File: config.mk
export PLATFORM = sky130hd
export DESIGN_NAME = cpu_bus_arbiter
export DESIGN_NICKNAME = d
export VERILOG_FILES = /design/src/rtl/cpu_bus_arbiter_pkg.sv /design/src/rtl/bus_rr_arbiter.sv /design/src/rtl/cpu_bus_arbiter.sv
export SDC_FILE = /design/constraint.sdc
export NUM_CORES = 1
export LEC_CHECK = 0
export CAP_MARGIN = 20
export CORE_MARGIN = 4
export CORE_UTILIZATION = 32
export CTS_BUF_LIST = sky130_fd_sc_hd__clkbuf_8
export DETAILED_ROUTE_END_ITERATION = 8
export PLACE_DENSITY = 0.71
export SYNTH_ARGS = -nofsm -noshare
export SYNTH_HDL_FRONTEND = slang
export SYNTH_SLANG_ARGS = --single-unit
File: constraint.sdc
create_clock -name i_cpu_clk -period 9.1 [get_ports i_cpu_clk]
set_input_delay 1.365 -clock i_cpu_clk [delete_from_list [all_inputs] [get_ports i_cpu_clk]]
set_output_delay 1.365 -clock i_cpu_clk [all_outputs]
set_load 0.005 [all_outputs]
File: src/rtl/cpu_bus_arbiter_pkg.sv
// Shared definitions for the CPU peripheral bus arbiter:
// FSM state encodings, counter width and requester indices.
package cpu_bus_arbiter_pkg;

  // Sequencer state encodings. These are plain constants rather than an enum
  // so they match the legacy encodings used elsewhere in the codebase.
  localparam logic [2:0] ST_IDLE   = 3'd0;
  localparam logic [2:0] ST_SETUP  = 3'd1;
  localparam logic [2:0] ST_STROBE = 3'd2;
  localparam logic [2:0] ST_WAIT   = 3'd3;
  localparam logic [2:0] ST_DONE   = 3'd4;

  // Width of the strobe and timeout counters. It covers TIMEOUT up to 65535.
  localparam int TMO_W = 16;

  // Requester indices.
  localparam logic REQ_CPU = 1'b0;
  localparam logic REQ_DMA = 1'b1;

endpackage

File: src/rtl/bus_rr_arbiter.sv
// Two-way round-robin grant logic (purely combinational).
// On a tie, the requester that did not win last time is granted.
module bus_rr_arbiter
  import cpu_bus_arbiter_pkg::*;
(
  input  logic [1:0] req,
  input  logic       last_grant,
  output logic       grant_valid,
  output logic       grant_idx
);

  // Pick the winner. A lone request always wins; a tie goes to the other index.
  always_comb begin
    grant_valid = |req;
    grant_idx   = REQ_CPU;
    if (req == 2'b11) begin
      grant_idx = ~last_grant;
    end else if (req[1]) begin
      grant_idx = REQ_DMA;
    end
  end

endmodule

File: src/rtl/cpu_bus_arbiter.sv
// Shares the external peripheral bus between the CPU core (requester 0)
// and the DMA/debug master (requester 1). It latches the winning transaction
// and runs the strobe protocol. It waits for ready, or times out, and then
// returns ack, err and read data.
module cpu_bus_arbiter
  import cpu_bus_arbiter_pkg::*;
#(
  parameter int          DATA_W        = 32,
  parameter int          ADDR_W        = 32,
  parameter int          STROBE_CYCLES = 1,
  parameter int          TIMEOUT       = 255,
  parameter logic [31:0] RESET_ADDR    = 32'h0
) (
  input  logic              i_cpu_clk,
  input  logic              i_rst,
  input  logic              i_req0,
  input  logic              i_req1,
  input  logic              i_we0,
  input  logic              i_we1,
  input  logic [ADDR_W-1:0] i_addr0,
  input  logic [ADDR_W-1:0] i_addr1,
  input  logic [DATA_W-1:0] i_wdata0,
  input  logic [DATA_W-1:0] i_wdata1,
  output logic              o_ack0,
  output logic              o_ack1,
  output logic              o_err0,
  output logic              o_err1,
  output logic [DATA_W-1:0] o_rdata,
  output logic              o_busy,
  output logic              o_grant,
  output logic              o_bus_clk,
  output logic              o_bus_we,
  output logic [ADDR_W-1:0] o_bus_addr,
  output logic [DATA_W-1:0] o_bus_data,
  input  logic [DATA_W-1:0] i_bus_data,
  input  logic              i_bus_data_ready
);

  localparam logic [TMO_W-1:0]  STROBE_LAST = TMO_W'(STROBE_CYCLES - 1);
  localparam logic [TMO_W-1:0]  TMO_LIMIT   = TMO_W'(TIMEOUT);
  localparam logic [TMO_W-1:0]  CNT_ONE     = TMO_W'(1);
  localparam logic [ADDR_W-1:0] IDLE_ADDR   = ADDR_W'(RESET_ADDR);

  logic [2:0]        state_reg;
  logic              last_grant_reg;
  logic              grant_reg;
  logic              busy_reg;
  logic              bus_clk_reg;
  logic              bus_we_reg;
  logic [ADDR_W-1:0] bus_addr_reg;
  logic [DATA_W-1:0] bus_data_reg;
  logic [DATA_W-1:0] rdata_reg;
  logic [1:0]        ack_reg;
  logic [1:0]        err_reg;
  logic [TMO_W-1:0]  strobe_cnt_reg;
  logic [TMO_W-1:0]  wait_cnt_reg;

  logic              grant_valid;
  logic              grant_idx;
  logic              sel_we;
  logic [ADDR_W-1:0] sel_addr;
  logic [DATA_W-1:0] sel_wdata;
  logic [TMO_W-1:0]  wait_cnt_next;

  bus_rr_arbiter u_rr (
    .req         ({i_req1, i_req0}),
    .last_grant  (last_grant_reg),
    .grant_valid (grant_valid),
    .grant_idx   (grant_idx)
  );

  // Mux the winning requester's transaction and form the next timeout count.
  always_comb begin
    sel_we        = grant_idx ? i_we1    : i_we0;
    sel_addr      = grant_idx ? i_addr1  : i_addr0;
    sel_wdata     = grant_idx ? i_wdata1 : i_wdata0;
    wait_cnt_next = wait_cnt_reg + CNT_ONE;
  end

  // Sequencer. Bus outputs are registered and double as the latched copy of
  // the granted transaction, so requester inputs may change after the grant.
  always_ff @(posedge i_cpu_clk or posedge i_rst) begin
    if (i_rst) begin
      state_reg      <= ST_IDLE;
      last_grant_reg <= REQ_DMA;
      grant_reg      <= REQ_CPU;
      busy_reg       <= 1'b0;
      bus_clk_reg    <= 1'b0;
      bus_we_reg     <= 1'b0;
      bus_addr_reg   <= IDLE_ADDR;
      bus_data_reg   <= '0;
      rdata_reg      <= '0;
      ack_reg        <= 2'b00;
      err_reg        <= 2'b00;
      strobe_cnt_reg <= '0;
      wait_cnt_reg   <= '0;
    end else begin
      ack_reg <= 2'b00;
      err_reg <= 2'b00;
      case (state_reg)
        ST_IDLE: begin
          if (grant_valid) begin
            grant_reg      <= grant_idx;
            last_grant_reg <= grant_idx;
            busy_reg       <= 1'b1;
            bus_we_reg     <= sel_we;
            bus_addr_reg   <= sel_addr;
            bus_data_reg   <= sel_we ? sel_wdata : '0;
            state_reg      <= ST_SETUP;
          end
        end
        ST_SETUP: begin
          bus_clk_reg    <= 1'b1;
          strobe_cnt_reg <= '0;
          state_reg      <= ST_STROBE;
        end
        ST_STROBE: begin
          if (strobe_cnt_reg == STROBE_LAST) begin
            wait_cnt_reg <= '0;
            state_reg    <= ST_WAIT;
          end else begin
            strobe_cnt_reg <= strobe_cnt_reg + CNT_ONE;
          end
        end
        ST_WAIT: begin
          if (i_bus_data_ready) begin
            if (!bus_we_reg) begin
              rdata_reg <= i_bus_data;
            end
            ack_reg[grant_reg] <= 1'b1;
            bus_clk_reg        <= 1'b0;
            bus_we_reg         <= 1'b0;
            state_reg          <= ST_DONE;
          end else if (wait_cnt_next == TMO_LIMIT) begin
            if (!bus_we_reg) begin
              rdata_reg <= '0;
            end
            ack_reg[grant_reg] <= 1'b1;
            err_reg[grant_reg] <= 1'b1;
            bus_clk_reg        <= 1'b0;
            bus_we_reg         <= 1'b0;
            state_reg          <= ST_DONE;
          end else begin
            wait_cnt_reg <= wait_cnt_next;
          end
        end
        ST_DONE: begin
          busy_reg  <= 1'b0;
          state_reg <= ST_IDLE;
        end
        default: begin
          busy_reg    <= 1'b0;
          bus_clk_reg <= 1'b0;
          bus_we_reg  <= 1'b0;
          state_reg   <= ST_IDLE;
        end
      endcase
    end
  end

  assign o_ack0     = ack_reg[0];
  assign o_ack1     = ack_reg[1];
  assign o_err0     = err_reg[0];
  assign o_err1     = err_reg[1];
  assign o_rdata    = rdata_reg;
  assign o_busy     = busy_reg;
  assign o_grant    = grant_reg;
  assign o_bus_clk  = bus_clk_reg;
  assign o_bus_we   = bus_we_reg;
  assign o_bus_addr = bus_addr_reg;
  assign o_bus_data = bus_data_reg;

endmodule

# Yosys cells after proc, flatten, opt, wreduce, memory -nomap -nowiden
# Index checks and enable logic that the tools add are counted.
# W data, S select, Z words.
# totals
out_inout_bits	104
elab_cells	87
register_bits	140
inputBits	167
# classes
bitwise	5
addsub	2
magnitude_cmp	2
n_reduce_logical	18
mux	35
eq_ne	12
# ops
operator	count
$mux W32	7
$mux W16	4
$pmux W16 S2	2
$add A16 B1 Y16 const B	2
$eq A16 B8 Y1 const B	1
$logic_not A16 Y1	1
$mux W3	4
$pmux W3 S4	1
$mux W2	5
$ne A2 B2 Y1 const B	5
$reduce_and A3 Y1	3
$reduce_or A3 Y1	3
$mux W1	8
$reduce_and A2 Y1	4
$eq A3 B2 Y1 const B	2
$pmux W1 S3	2
$reduce_bool A2 Y1	3
$not A1 Y1	5
$reduce_and A4 Y1	1
$eq A3 B1 Y1 const B	1
$eq A3 B3 Y1 const B	1
$logic_not A3 Y1	1
$ne A3 B3 Y1 const B	1
$eq A2 B2 Y1 const B	1
6 further kinds	6

# Logic depth before layout (Yosys ltp)
# depth
word_depth	7
mapped_depth	10
mapped_depth_nobuf	9

# By module
# Synthesis repeated with hierarchy kept, for this count alone.
# hier_totals
hier_cells	641
area_unflattened_um2	6678.9
# by_module_without_submodules
module	instances	area_each_um2	cells_per_inst
cpu_bus_arbiter	1	6665.1	639
bus_rr_arbiter	1	13.8	2

# Least setup slack after synthesis
# No wires, ideal clock.
# synth_path
kind	input to register
start	input i_req1
end	register bus_data_reg[3] (netlist: o_bus_data[3])
setup_time_ps	135
t_arrival_ps	2818
required_ps	8965
stages	5
path_buffers	2
setup_slack_ps	6148
cell_sequence	a21boi_1 > clkbuf_1 > clkbuf_1 > mux2i_1 > o31ai_1
# synth_between
elab_chain_len	4
word_cells_on_any_way	8
# synth_rtl
element	line_no	text
start, declared	cpu_bus_arbiter.sv:17	input logic i_req1,
$eq A2 B2 Y1 or $mux W1 (tied branches)	bus_rr_arbiter.sv:16, bus_rr_arbiter.sv:18	
$mux W1	bus_rr_arbiter.sv:16	if (req == 2'b11) begin
$mux W32 or $mux W1 (tied branches)	cpu_bus_arbiter.sv:76, cpu_bus_arbiter.sv:74	
$mux W32	cpu_bus_arbiter.sv:108	bus_data_reg <= sel_we ? sel_wdata : '0;
end signal, assigned	cpu_bus_arbiter.sv:108	
end, declared	cpu_bus_arbiter.sv:51	logic [DATA_W-1:0] bus_data_reg;
# Parallel ways exist; a longest one is shown, timed or not.
# A chain may end at the register's enable or synchronous reset.

# Worst setup path after layout
# layout_path
start	register wait_cnt_reg[1]
end	register rdata_reg[29] (netlist: o_rdata[29])
# layout_between
elab_chain_len	4
# layout_rtl
element	line_no	text
start, declared	cpu_bus_arbiter.sv:56	logic [TMO_W-1:0] wait_cnt_reg;
start signal, assigned	cpu_bus_arbiter.sv:144	wait_cnt_reg <= wait_cnt_next;
$add A16 B1 Y16	cpu_bus_arbiter.sv:77	wait_cnt_next = wait_cnt_reg + CNT_ONE;
$eq A16 B8 Y1	cpu_bus_arbiter.sv:134	end else if (wait_cnt_next == TMO_LIMIT) begin
$reduce_bool A2 Y1 (no source line)	-	
$reduce_and A3 Y1 (no source line)	-	
end signal, assigned	cpu_bus_arbiter.sv:128	rdata_reg <= i_bus_data;
end, declared	cpu_bus_arbiter.sv:52	logic [DATA_W-1:0] rdata_reg;
# Every way passes these cells.

==> results_dict.tcl <==
set metrics [dict create \
    cts_root_buffer "clkbuf_8" \
    fin_util_pct 49.5 \
    diodes 0 \
    syn-cell-area_mm2 0.00673 \
    wl_per_cell_um 16.3 \
    worst_path_most_repeated_cell "or3_1" \
    dieWidth_um 153 \
    critPathMaxStageDelay_ps 600 \
    synth-seq-area-share_pct 52.1 \
    grt_pass1_wl_um 30900 \
    syn-num-nets 823 \
    die-area_mm2 0.0234 \
    syn_to_final_growth_pct 50.6 \
    io_buffer_count 270 \
    r2r_setup_slack_ps 5660 \
    ys_ff_latch 140 \
    synthSimpleGateAreaFrac_pct 14.4 \
    cts_resized 0 \
    boundaryPins 271 \
    critPathSlowestCell "or3_1" \
    start_kind "flip-flop" \
    final_common_cell "clkdlybuf4s50_1" \
    final_layout_size_suffix_gt1_share_pct 6.32 \
    cts_sinks 140 \
    peakVddDrop_mv 0.139 \
    path_cells "ha_1 > nand3_4 > or3_1 > xnor2_1 > a2111oi_4 > a21oi_2 > or3_1 > buf_16 > a22o_1" \
    cellPowerDensity_mw_per_mm2 261 \
    synth_compound_area_share_pct 16.5 \
    wirelength_um 19400 \
    end_kind "flip-flop" \
    status "complete, no violations" \
    vias_per_cell 4.96 \
    fin_setup_tns_ps 0 \
    fin_cells 1187 \
    fmax_ghz 0.290 \
    place_area_mm2 0.00965 \
    yosysTopAreaCell "dfrtp_1" \
    cap_violations 0 \
    layout_setup_ws_ps 5660 \
    drv_slew 0 \
    busiest_layer "met2" \
    finalPower_mw 2.65 \
    synthDistinctLibCells 58 \
    layout_common_cells "270 x clkdlybuf4s50_1, 139 x dfrtp_1, 95 x nand2_1" \
    core_mm2 0.0205 \
    clock_latency_ps 440 \
    max_slew_margin_pct 39.1 \
    leakage_nw 4.38 \
    synthMuxAreaShare_pct 10.3 \
    drt-initial-drc-count 318 \
    hold_path_class "reg2reg" \
    synthAdderAreaFrac_pct 0.743 \
    grtUsageMet2_pct 27.0 \
    design_area_mm2 0.0101 \
    cts_tree "yes" \
    netlist_instances 652 \
    async_flop_share_pct 100 \
    hold_viol_final 0 \
    cts_max_path_buffers 2 \
    grt_overflow 0 \
    gr-usage-met1_pct 19.7 \
    cts_made_buffers 17 \
    gp_congestion 0.811 \
    crit_path_max_fanout 26 \
    clk_pin_slew_ps 90 \
    fill_cells 1868 \
    drt.antenna.violating_nets 0 \
    vias 5890 \
    grtUsageTotal_pct 16.2 \
    clock_skew_ps 11.9 \
    start_util_pct 32.9 \
    finalCriticalPeriod_ps 3440 \
    cp.required_ps 9440 \
    synth_top_cell_area_share_pct 51.7 \
    antenna_found_initial 0 \
    ys.flop_type "dfrtp_1" \
    die_h_um 153 \
    ys_warn_count 0 \
    grt_pass1_vias 5806 \
    grt_max_degree 131 \
    yosys.area_share.xor_xnor_pct 2.08 \
    setup_viol 0 \
    row_count 52 \
    rsz0062_at_grt "false" \
    postCtsSetupBuffers 0 \
    use_met3_pct 5.97 \
    synthTopCellsByArea "dfrtp_1 52%, mux2i_1 9.8%, nand2_1 5.4%" \
    drc 0 \
    fin_nets 1075 \
    tightestPinTransition_ps 913 \
    pre_cts_slack_ps 4950 \
    period_share_pct 37.8 \
    placed_cells 1152 \
    critPathKind "reg2reg" \
    dpl.hpwl_um 14100 \
    synth_top_family_by_area "compound AO/OA/AOI/OAI gates" \
    crit_arrival_ps 3780 \
    htreeDepth 4 \
    fin_hold_ws_ps 480 \
    holdBufCountCts 0 \
    synth_edf_count 0 \
    first_pass_iters 5 \
    syn_avg_cell_area_um2 10.3 \
]
[cells by family after synthesis]
group | after synthesis
AND/OR/NAND/NOR | 205
AO/OA/AOI/OAI | 157
flip-flops | 140
multiplexers | 69
buffers and inverters | 61
XOR/XNOR | 16
adder cells (fa/ha/maj) | 4
[worst max-delay path: cells and delay by family (launching register included)]
kind	cells	cell delay (ps)
AOI/OAI and AO/OA	3	870
xor gates and xnor gates	1	180
adders and majority gates	1	390
buffers and inverters	1	240
DFF	1	490
and+or+nand+nor	3	1150
[layout make-up]
cell class                      instances  area (um2)  share of cell area, %
Sequential cell                       140        3500                   34.6
Timing Repair Buffer                  279        2830                   27.9
Multi-Input combinational cell        451        3000                   29.6
Tap cell                              270         338                   3.33
Clock buffer                           17         234                   2.31
Clock inverter                         15         175                   1.73
Inverter                               15        61.3                  0.605
[path summary, 6_finish.rpt]
| kind | cells after the start | from | endpoint |
|---|---|---|---|
| max | 9 | wait_cnt_reg[1] | o_rdata[29] |
| max reg2reg | 9 | wait_cnt_reg[1] | o_rdata[29] |
| min | 2 | o_bus_data[25] | o_bus_data[25] |
| min reg2reg | 2 | o_bus_data[25] | o_bus_data[25] |
| max in group asynchronous | 3 | i_rst | strobe_cnt_reg[14] |
| min in group asynchronous | 2 | i_rst | o_rdata[2] |
[layer usage]
metal	wire (um)	part of all wire [%]
met1	7920	41
met3	1770	9.2
met5	0	0
met2	9380	48
met4	291	1.5
[synthesized netlist by cell type (2+ instances only)]
cell type / number
ha_1: 4
nand2_1: 96
o31ai_1: 34
mux2_2: 3
a211oi_1: 2
o21ai_0: 40
nor4_1: 6
a22o_1: 32
a32oi_1: 2
o22ai_1: 6
nor3_1: 10
nor2_1: 41
mux2i_1: 66
buf_6: 4
clkbuf_1: 35
a21oi_1: 15
o211ai_1: 3
a211o_1: 2
and4_1: 2
dfrtp_1: 139
nand3_1: 14
buf_2: 3
and3_1: 6
nor3b_1: 2
and4_4: 2
xor2_1: 7
inv_1: 15
nand4_1: 9
a31oi_1: 4
a21o_1: 3
a41oi_1: 2
xnor2_1: 9
or3_1: 6
nand3b_1: 2
buf_1: 3
[power breakdown]
| group | internal, mW | switching, mW | total [mW] | leakage, nW |
|---|---|---|---|---|
| Clock | 0.254 | 0.271 | 0.525 | 0.210 |
| Sequential | 0.853 | 0.185 | 1.04 | 1.81 |
| Combinational | 0.632 | 0.454 | 1.09 | 2.36 |
| Total | 1.74 | 0.910 | 2.65 | 4.38 |
Power figures use the tool's default switching activity.
